==> config.mk <==
export PLATFORM = sky130hd
export DESIGN_NAME = memory_port_arbiter
export DESIGN_NICKNAME = d
export VERILOG_FILES = /design/src/rtl/mem_arb_pkg.sv /design/src/rtl/arb_streak_counter.sv /design/src/rtl/memory_port_arbiter.sv
export SDC_FILE = /design/constraint.sdc
export NUM_CORES = 1
export LEC_CHECK = 0
export BUFFER_PORTS_ARGS = -buffer_cell sky130_fd_sc_hd__buf_2
export CORE_MARGIN = 1
export CORE_UTILIZATION = 50
export DETAILED_ROUTE_END_ITERATION = 10
export PLACE_DENSITY = 0.85
export SYNTH_ARGS = -nofsm -noshare
export SYNTH_HDL_FRONTEND = slang
export SYNTH_HIERARCHICAL = 1
export SYNTH_SLANG_ARGS = --single-unit
==> constraint.sdc <==
create_clock -name clock -period 3.9 [get_ports clock]
set_clock_uncertainty 0.15 [all_clocks]
set_input_delay 0.195 -clock clock [delete_from_list [all_inputs] [get_ports clock]]
set_output_delay 0.195 -clock clock [all_outputs]
set_load 0.01 [all_outputs]
==> src/rtl/mem_arb_pkg.sv <==
// Shared types and constants for the instruction/data memory port arbiter.
package mem_arb_pkg;

    localparam int ADDR_W             = 32;
    localparam int DATA_W             = 32;
    localparam int MAX_STREAK_DEFAULT = 4;
    localparam int STREAK_W           = 4;

    typedef enum logic [1:0] {
        IDLE,
        GRANT_IF,
        GRANT_MEM,
        RESP
    } arb_state_t;

endpackage

==> src/rtl/arb_streak_counter.sv <==
// Counts consecutive data-port grants taken while a fetch was waiting,
// so the arbiter can hand the memory to the fetch port once it saturates.
module arb_streak_counter
    import mem_arb_pkg::*;
#(
    parameter int MAX = MAX_STREAK_DEFAULT
) (
    input  logic clock,
    input  logic reset,
    input  logic inc,
    input  logic clr,
    output logic sat
);

    localparam logic [STREAK_W-1:0] MAX_VAL = STREAK_W'(MAX);

    logic [STREAK_W-1:0] count;

    // Clear has priority: an IF grant or an uncontested MEM grant restarts the streak.
    always_ff @(posedge clock or negedge reset) begin
        if (!reset) begin
            count <= '0;
        end else if (clr) begin
            count <= '0;
        end else if (inc && (count != MAX_VAL)) begin
            count <= count + 1'b1;
        end
    end

    assign sat = (count == MAX_VAL);

endmodule

==> src/rtl/memory_port_arbiter.sv <==
// Shares one single-port RAM between an instruction fetch port and a data port.
// Data accesses win unless the fetch port has been starved for MAX_STREAK grants.
module memory_port_arbiter
    import mem_arb_pkg::*;
#(
    parameter int MAX_STREAK = MAX_STREAK_DEFAULT
) (
    input  logic              clock,
    input  logic              reset,

    input  logic              if_req,
    input  logic [ADDR_W-1:0] if_addr,
    output logic [DATA_W-1:0] if_rdata,
    output logic              if_ack,

    input  logic              mem_req,
    input  logic              mem_we,
    input  logic [ADDR_W-1:0] mem_addr,
    input  logic [DATA_W-1:0] mem_wdata,
    output logic [DATA_W-1:0] mem_rdata,
    output logic              mem_ack,

    output logic              ram_en,
    output logic              ram_we,
    output logic [ADDR_W-1:0] ram_addr,
    output logic [DATA_W-1:0] ram_wdata,
    input  logic [DATA_W-1:0] ram_rdata,
    input  logic              ram_ready,

    output logic              stall_if,
    output logic              stall_mem
);

    arb_state_t        state;
    arb_state_t        state_next;

    logic              ram_en_next;
    logic              ram_we_next;
    logic [ADDR_W-1:0] ram_addr_next;
    logic [DATA_W-1:0] ram_wdata_next;
    logic [DATA_W-1:0] if_rdata_next;
    logic [DATA_W-1:0] mem_rdata_next;
    logic              if_ack_next;
    logic              mem_ack_next;

    logic              streak_inc;
    logic              streak_clr;
    logic              streak_sat;
    logic              mem_wins;

    arb_streak_counter #(
        .MAX (MAX_STREAK)
    ) u_streak (
        .clock (clock),
        .reset (reset),
        .inc   (streak_inc),
        .clr   (streak_clr),
        .sat   (streak_sat)
    );

    // Every RAM-side and response output is computed here and registered below,
    // so the RAM sees the latched request rather than the live port inputs.
    always_comb begin
        state_next     = state;
        ram_en_next    = ram_en;
        ram_we_next    = ram_we;
        ram_addr_next  = ram_addr;
        ram_wdata_next = ram_wdata;
        if_rdata_next  = if_rdata;
        mem_rdata_next = mem_rdata;
        if_ack_next    = 1'b0;
        mem_ack_next   = 1'b0;
        streak_inc     = 1'b0;
        streak_clr     = 1'b0;
        mem_wins       = mem_req && !(if_req && streak_sat);

        case (state)
            IDLE: begin
                if (mem_wins) begin
                    state_next     = GRANT_MEM;
                    ram_en_next    = 1'b1;
                    ram_we_next    = mem_we;
                    ram_addr_next  = mem_addr;
                    ram_wdata_next = mem_wdata;
                    streak_inc     = if_req;
                    streak_clr     = !if_req;
                end else if (if_req) begin
                    state_next     = GRANT_IF;
                    ram_en_next    = 1'b1;
                    ram_we_next    = 1'b0;
                    ram_addr_next  = if_addr;
                    ram_wdata_next = '0;
                    streak_clr     = 1'b1;
                end
            end
            GRANT_IF: begin
                if (ram_ready) begin
                    state_next    = RESP;
                    ram_en_next   = 1'b0;
                    ram_we_next   = 1'b0;
                    if_rdata_next = ram_rdata;
                    if_ack_next   = 1'b1;
                end
            end
            GRANT_MEM: begin
                if (ram_ready) begin
                    state_next   = RESP;
                    ram_en_next  = 1'b0;
                    ram_we_next  = 1'b0;
                    mem_ack_next = 1'b1;
                    // A completed store must not disturb the last load result.
                    if (!ram_we) begin
                        mem_rdata_next = ram_rdata;
                    end
                end
            end
            RESP: begin
                state_next = IDLE;
            end
            default: begin
                state_next  = IDLE;
                ram_en_next = 1'b0;
                ram_we_next = 1'b0;
            end
        endcase
    end

    always_ff @(posedge clock or negedge reset) begin
        if (!reset) begin
            state     <= IDLE;
            ram_en    <= 1'b0;
            ram_we    <= 1'b0;
            ram_addr  <= '0;
            ram_wdata <= '0;
            if_rdata  <= '0;
            mem_rdata <= '0;
            if_ack    <= 1'b0;
            mem_ack   <= 1'b0;
        end else begin
            state     <= state_next;
            ram_en    <= ram_en_next;
            ram_we    <= ram_we_next;
            ram_addr  <= ram_addr_next;
            ram_wdata <= ram_wdata_next;
            if_rdata  <= if_rdata_next;
            mem_rdata <= mem_rdata_next;
            if_ack    <= if_ack_next;
            mem_ack   <= mem_ack_next;
        end
    end

    assign stall_if  = if_req  & ~if_ack;
    assign stall_mem = mem_req & ~mem_ack;

endmodule

Word-level counts from Yosys, hierarchy flattened
Cells that the tools add are included.
{ "totals": {"regBits": 138, "inputBits": 134} }
{ "op_classes": {"add_sub_neg": 1, "n_reduce_logical": 15, "eq_ne": 7, "bitwise_logic": 5, "n_mux": 25} }
{ "ops": {"columns": ["operator", "n"], "rows": [
  ["32-bit two-way mux", 4],
  ["1-bit two-way mux", 13],
  ["4-bit two-way mux", 2],
  ["2-bit two-way mux", 3],
  ["2-bit one-hot mux with 3 select lines", 1],
  ["2-bit AND reduction", 3],
  ["3-bit AND reduction", 2],
  ["2-bit nonzero test", 3],
  ["4-bit by 1-bit adder with 4-bit output (second input constant)", 1],
  ["2-bit == test (second input constant)", 2],
  ["4-bit by 3-bit == test with 1-bit output (second input constant)", 1],
  ["4-bit by 3-bit inequality test with 1-bit output (second input constant)", 1],
  ["1-bit one-hot mux with 2 select lines", 2],
  ["1-bit logical AND", 3],
  ["3-bit inequality test (second input constant)", 1],
  ["1-bit inverter", 3],
  ["1-bit AND", 2],
  ["2-bit by 1-bit == test with 1-bit output (second input constant)", 1],
  ["1-bit zero test", 2],
  ["2-bit zero test", 1],
  ["2-bit by 1-bit inequality test with 1-bit output (second input constant)", 1],
  ["2-bit OR reduction", 1]
]} }

Logic depth before layout (Yosys ltp)
{ "depth": {"word_depth": 9, "mapped_depth": 13, "ltp_nobuf": 10} }

By module
The synthesis kept the hierarchy.
{ "modules_own_cells": {"columns": ["mod", "instances", "area_per_inst_um2", "cells_each"], "rows": [
  ["memory_port_arbiter", 1, 5559.1, 487],
  ["arb_streak_counter", 1, 234.0, 24]
]} }

Least setup slack after synthesis
OpenSTA, ideal clock, no wires.
{ "synth_timing": {"path_type": "reg-to-reg", "from": "register u_streak.count[0]", "to": "register ram_en", "setup_slack_ps": 1333, "arrival_ps": 2293, "path_stages_with_launch": 11, "setup_ps": 125, "cell_sequence": "dfrtp_1 inv_1 ha_1 nand3b_4 inv_2 a21boi_2 clkinv_1 clkbuf_1 ha_1 a221oi_1 mux2_2"} }
{ "synth_via": {"elab_chain_cells": 6, "word_cells_on_any_way": 8} }
{ "synth_lines": {"columns": ["element", "line", "rtl"], "rows": [
  ["start: declaration", "arb_streak_counter.sv:17", "logic [STREAK_W-1:0] count;"],
  ["start signal: assignment", "arb_streak_counter.sv:26", "count <= count + 1'b1;"],
  ["4-bit by 3-bit == test with 1-bit output (*)", "arb_streak_counter.sv:30", "assign sat = (count == MAX_VAL);"],
  ["named net streak_sat", "memory_port_arbiter.sv:48", "logic streak_sat;"],
  ["1-bit logical AND (*)", "memory_port_arbiter.sv:75", "mem_wins = mem_req && !(if_req && streak_sat);"],
  ["1-bit zero test (*)", "memory_port_arbiter.sv:75", null],
  ["1-bit logical AND (*)", "memory_port_arbiter.sv:75", null],
  ["3-bit inequality test (no source line) or 1-bit two-way mux (tied branches)", null, null],
  ["3-bit AND reduction (no source line) or 1-bit one-hot mux with 2 select lines (tied branches)", null, null],
  ["end signal: assignment", "memory_port_arbiter.sv:141", "ram_en <= ram_en_next;"],
  ["end: declaration", "memory_port_arbiter.sv:23", "output logic ram_en,"]
]} }
Mark *: on every way through the listed nets, which the timed path passes. The rest lies on a longest branch.
A chain may end at the register's enable or synchronous reset.

Worst setup path after layout
{ "layout_timing": {"from": "register u_streak.count[0]", "to": "register ram_addr[10]"} }
{ "layout_via": {"elab_chain_cells": 6, "word_cells_on_any_way": 7} }
{ "layout_lines": {"columns": ["element", "line", "rtl"], "rows": [
  ["4-bit by 3-bit == test with 1-bit output (*)", "arb_streak_counter.sv:30", null],
  ["named net streak_sat", "memory_port_arbiter.sv:48", null],
  ["1-bit logical AND (*)", "memory_port_arbiter.sv:75", null],
  ["1-bit zero test (*)", "memory_port_arbiter.sv:75", null],
  ["1-bit logical AND (*)", "memory_port_arbiter.sv:75", null],
  ["2-bit nonzero test (no source line)", null, null],
  ["2-bit AND reduction (no source line)", null, null],
  ["end signal: assignment", "memory_port_arbiter.sv:143", "ram_addr <= ram_addr_next;"],
  ["end: declaration", "memory_port_arbiter.sv:25", "output logic [ADDR_W-1:0] ram_addr,"]
]} }
Marked as above.

==> results.sh <==
export IMPL_ys_async_sr_fraction=1.00
export IMPL_layout_drive_gt1_share=0.408
export IMPL_route_detailed_drc=0
export IMPL_internal_power_mw=4.67
export IMPL_seqPwrFrac=0.353
export IMPL_ys_dominant_reg_cell="sky130_fd_sc_hd__dfrtp_1"
export IMPL_final_instance_count_excl_fill=1053
export IMPL_synthesis_stage_register_bit_count=138
export IMPL_fin_setup_tns_ps=0
export IMPL_global_route_usage_met1=0.395
export IMPL_max_slew_margin=0.232
export IMPL_rr_startpoint="u_streak/count[0]"
export IMPL_io_pins=268
export IMPL_nNetsFinal=1046
export IMPL_final_setup_worst_slack_ps=366
export IMPL_timing_fmax_ghz=0.283
export IMPL_routabilityCongestion=0.827
export IMPL_critical_path_class="reg -> reg"
export IMPL_clkSinkCount=138
export IMPL_critPathLaunchType="register"
export IMPL_tritoncts_buffer_count=17
export IMPL_routedWlPerCell_um=20.2
export IMPL_gr_usage_met3=0.162
export IMPL_finalSetupViolCount=0
export IMPL_grt_busiest_layer="met2"
export IMPL_core_region_area_sq_um=11100
export IMPL_rows=38
export IMPL_synth_yosys_warnings=6
export IMPL_synth_edff_count=0
export IMPL_synth_cell_type_count=26
export IMPL_total_grt_usage=0.371
export IMPL_wirelength_um=21300
export IMPL_placed_area_sq_um=7210
export IMPL_viasPerCell=5.62
export IMPL_grt_setup_unrepaired="no"
export IMPL_tritoncts="done"
export IMPL_critPathMaxFanout=34
export IMPL_post_place_ws_ps=871
export IMPL_synth_area_per_cell_sq_um=11.3
export IMPL_place_hpwl_um=11000
export IMPL_final_min_clock_period_ps=3530
export IMPL_cp_data_arrival_time_ps=3710
export IMPL_worst_r2r_setup_slack_ps=370
export IMPL_numPlacedInstances=894
export IMPL_hp_class="in -> reg"
export IMPL_power_frac_clock=0.199
export IMPL_setup_worst_path_start="u_streak/count[0]"
export IMPL_crit_path_end="ram_addr[10]"
export IMPL_worst_ir_drop_vdd_mv=0.561
export IMPL_overflow=0
export IMPL_portBuffers=267
export IMPL_areal_power_density_over_the_cells_nw_per_um2=819
export IMPL_first_global_vias=6353
export IMPL_clockBufferDepth=2
export IMPL_post_cts_buffers=0
export IMPL_grt_max_degree=91
export IMPL_timing_worst_slew_pin_value_ps=1150
export IMPL_whs_ps=279
export IMPL_p_leak_nw=4.71
export IMPL_syn_nets=653
export IMPL_result_of_the_run="complete, no violations"
export IMPL_timing_critical_path_to_type="register"
export IMPL_synth_cell_area_sq_um=5790
export IMPL_cts_root_buffer_cell="sky130_fd_sc_hd__clkbuf_16"
export IMPL_die_extent_in_y_um=110
export IMPL_netlist_instances=511
export IMPL_final_cell_mix="sky130_fd_sc_hd__buf_2 (266), sky130_fd_sc_hd__dfrtp_1 (138), sky130_fd_sc_hd__dlygate4sd3_1 (131)"
export IMPL_num_vias=5913
export IMPL_clock_pin_slew_on_the_worst_setup_and_hold_paths_ps=50
export IMPL_grt_antenna_before_repair=1
export IMPL_power_switching_mw=2.75
export IMPL_ant_nets=0
export IMPL_relative_area_change_from_synthesis_to_final_layout_pct=56.3
export IMPL_hold_violations=0
export IMPL_post_route_total_power_mw=7.42
export IMPL_postLayoutCellArea_sq_um=9050
export IMPL_grt_pass1_wl_um=32600
export IMPL_timing_max_transition_violations_final=0
export IMPL_utilization=0.817
export IMPL_die_width_um=110
export IMPL_mostFrequentLayoutCell="sky130_fd_sc_hd__buf_2"
export IMPL_critPathRequiredTime_ps=4080
export IMPL_floorplan_initialDensity=0.523
export IMPL_timing_rr_end="ram_addr[10]"
export IMPL_worst_r2r_cell_count=12
export IMPL_htree_num_levels=4
export IMPL_initialDrtViolationCount=747
export IMPL_ys_seq_area_frac=0.596
export IMPL_fillCellCount=549
export IMPL_pwr_share_comb=0.448
export IMPL_dr_pass1_iters=9
export IMPL_worstSkewPairLatency_ps=410
export IMPL_die_area_sq_um=12000
export IMPL_p_sw_frac=0.370
export IMPL_final_min_period_over_clock_period=0.906
export IMPL_grtUsageMet2=0.604
export IMPL_timing_max_cap_violations=0
## power by group through the flow
stage / sequential, mW / combinational, mW / clock (mW)
floorplan: 2.85 / 1.29 / 0
global placement: 2.51 / 2.62 / 0
detailed placement: 2.55 / 2.74 / 0
CTS: 2.55 / 3.13 / 1.48
global route: 2.67 / 3.60 / 1.54
finish: 2.62 / 3.32 / 1.48
## per-layer routing
layer | up-vias | part of all wire
met5 | - | 0
met4 | 0 | 0.057
met3 | 141 | 0.099
met2 | 460 | 0.48
met1 | 2820 | 0.36
li1 | 2492 | -
## cell type report
type / count / area (sq um) / share of cell area
Timing Repair Buffer: 405 / 2710 / 0.299
Sequential cell: 138 / 3450 / 0.381
Clock inverter: 4 / 45.0 / 0.00498
Tap cell: 140 / 175 / 0.0193
Clock buffer: 23 / 478 / 0.0528
Antenna cell: 1 / 2.50 / 0.000276
Inverter: 10 / 37.5 / 0.00415
Multi-Input combinational cell: 332 / 2160 / 0.238
## kinds of logic (layout without fill, tap and decap cells)
group                    Yosys count  count (layout)  share of synthesized area
AO/OA/AOI/OAI                     76              76                     0.0700
other                              0               1                          0
AND/OR/NAND/NOR                  182             182                      0.133
flip-flops                       138             138                      0.596
multiplexers                      66              66                      0.148
adder cells (fa/ha/maj)            8               8                     0.0173
buffers and inverters             41             442                     0.0361
## worst max-delay path, stage by stage (launching register included)
cell	delay [ps]
sky130_fd_sc_hd__dfrtp_1	370
sky130_fd_sc_hd__inv_1	90
sky130_fd_sc_hd__ha_1	240
sky130_fd_sc_hd__nand3b_4	110
sky130_fd_sc_hd__inv_2	70
sky130_fd_sc_hd__a21boi_4	160
sky130_fd_sc_hd__clkinv_1	110
sky130_fd_sc_hd__ha_1	280
sky130_fd_sc_hd__nor2b_4	680
sky130_fd_sc_hd__buf_4	360
sky130_fd_sc_hd__nor2_1	70
sky130_fd_sc_hd__a21oi_1	130
sky130_fd_sc_hd__dlygate4sd3_1	610
## repair_timing
| item | 4_1_cts | 5_1_grt |
|---|---|---|
| setup endpoints to repair | 0 | 1 |
| hold buffers | 131 | 0 |
| endpoints found under the hold margin | 218 | 0 |
| resized for setup | 0 | 1 |
## worst min-delay path by stage
stage,from,to,slack [ps],depth (start not counted)
global route,if_req,u_streak/count[1],290,5
CTS,if_req,u_streak/count[1],270,5
detailed placement,reset,if_rdata[29],170,1
finish,if_req,u_streak/count[1],280,5
global placement,reset,if_rdata[29],160,1
floorplan,reset,if_ack,-250,0
## state kept, by name, indices dropped and copies added (netlist names)
name	flops
ram_addr	32
state	2
ram_wdata	32
ram_we	1
mem_rdata	32
u_streak/count	4
mem_ack	1
if_rdata	32
if_ack	1
ram_en	1
## synthesized netlist by cell type, types with 3 or more instances
library cell	n	share of area
sky130_fd_sc_hd__dfrtp_1	138	0.60
sky130_fd_sc_hd__ha_1	8	0.017
sky130_fd_sc_hd__mux2_2	36	0.070
sky130_fd_sc_hd__inv_1	8	0.0052
sky130_fd_sc_hd__a221oi_1	3	0.0045
sky130_fd_sc_hd__buf_2	20	0.017
sky130_fd_sc_hd__and2_1	3	0.0032
sky130_fd_sc_hd__a21oi_1	69	0.060
sky130_fd_sc_hd__mux2_4	30	0.078
sky130_fd_sc_hd__nor2_1	35	0.023
sky130_fd_sc_hd__nand2_1	100	0.065
sky130_fd_sc_hd__buf_6	4	0.0078
sky130_fd_sc_hd__nand3_1	35	0.030
sky130_fd_sc_hd__clkbuf_1	7	0.0045
Note: power is estimated with default switching activity, not from simulation.
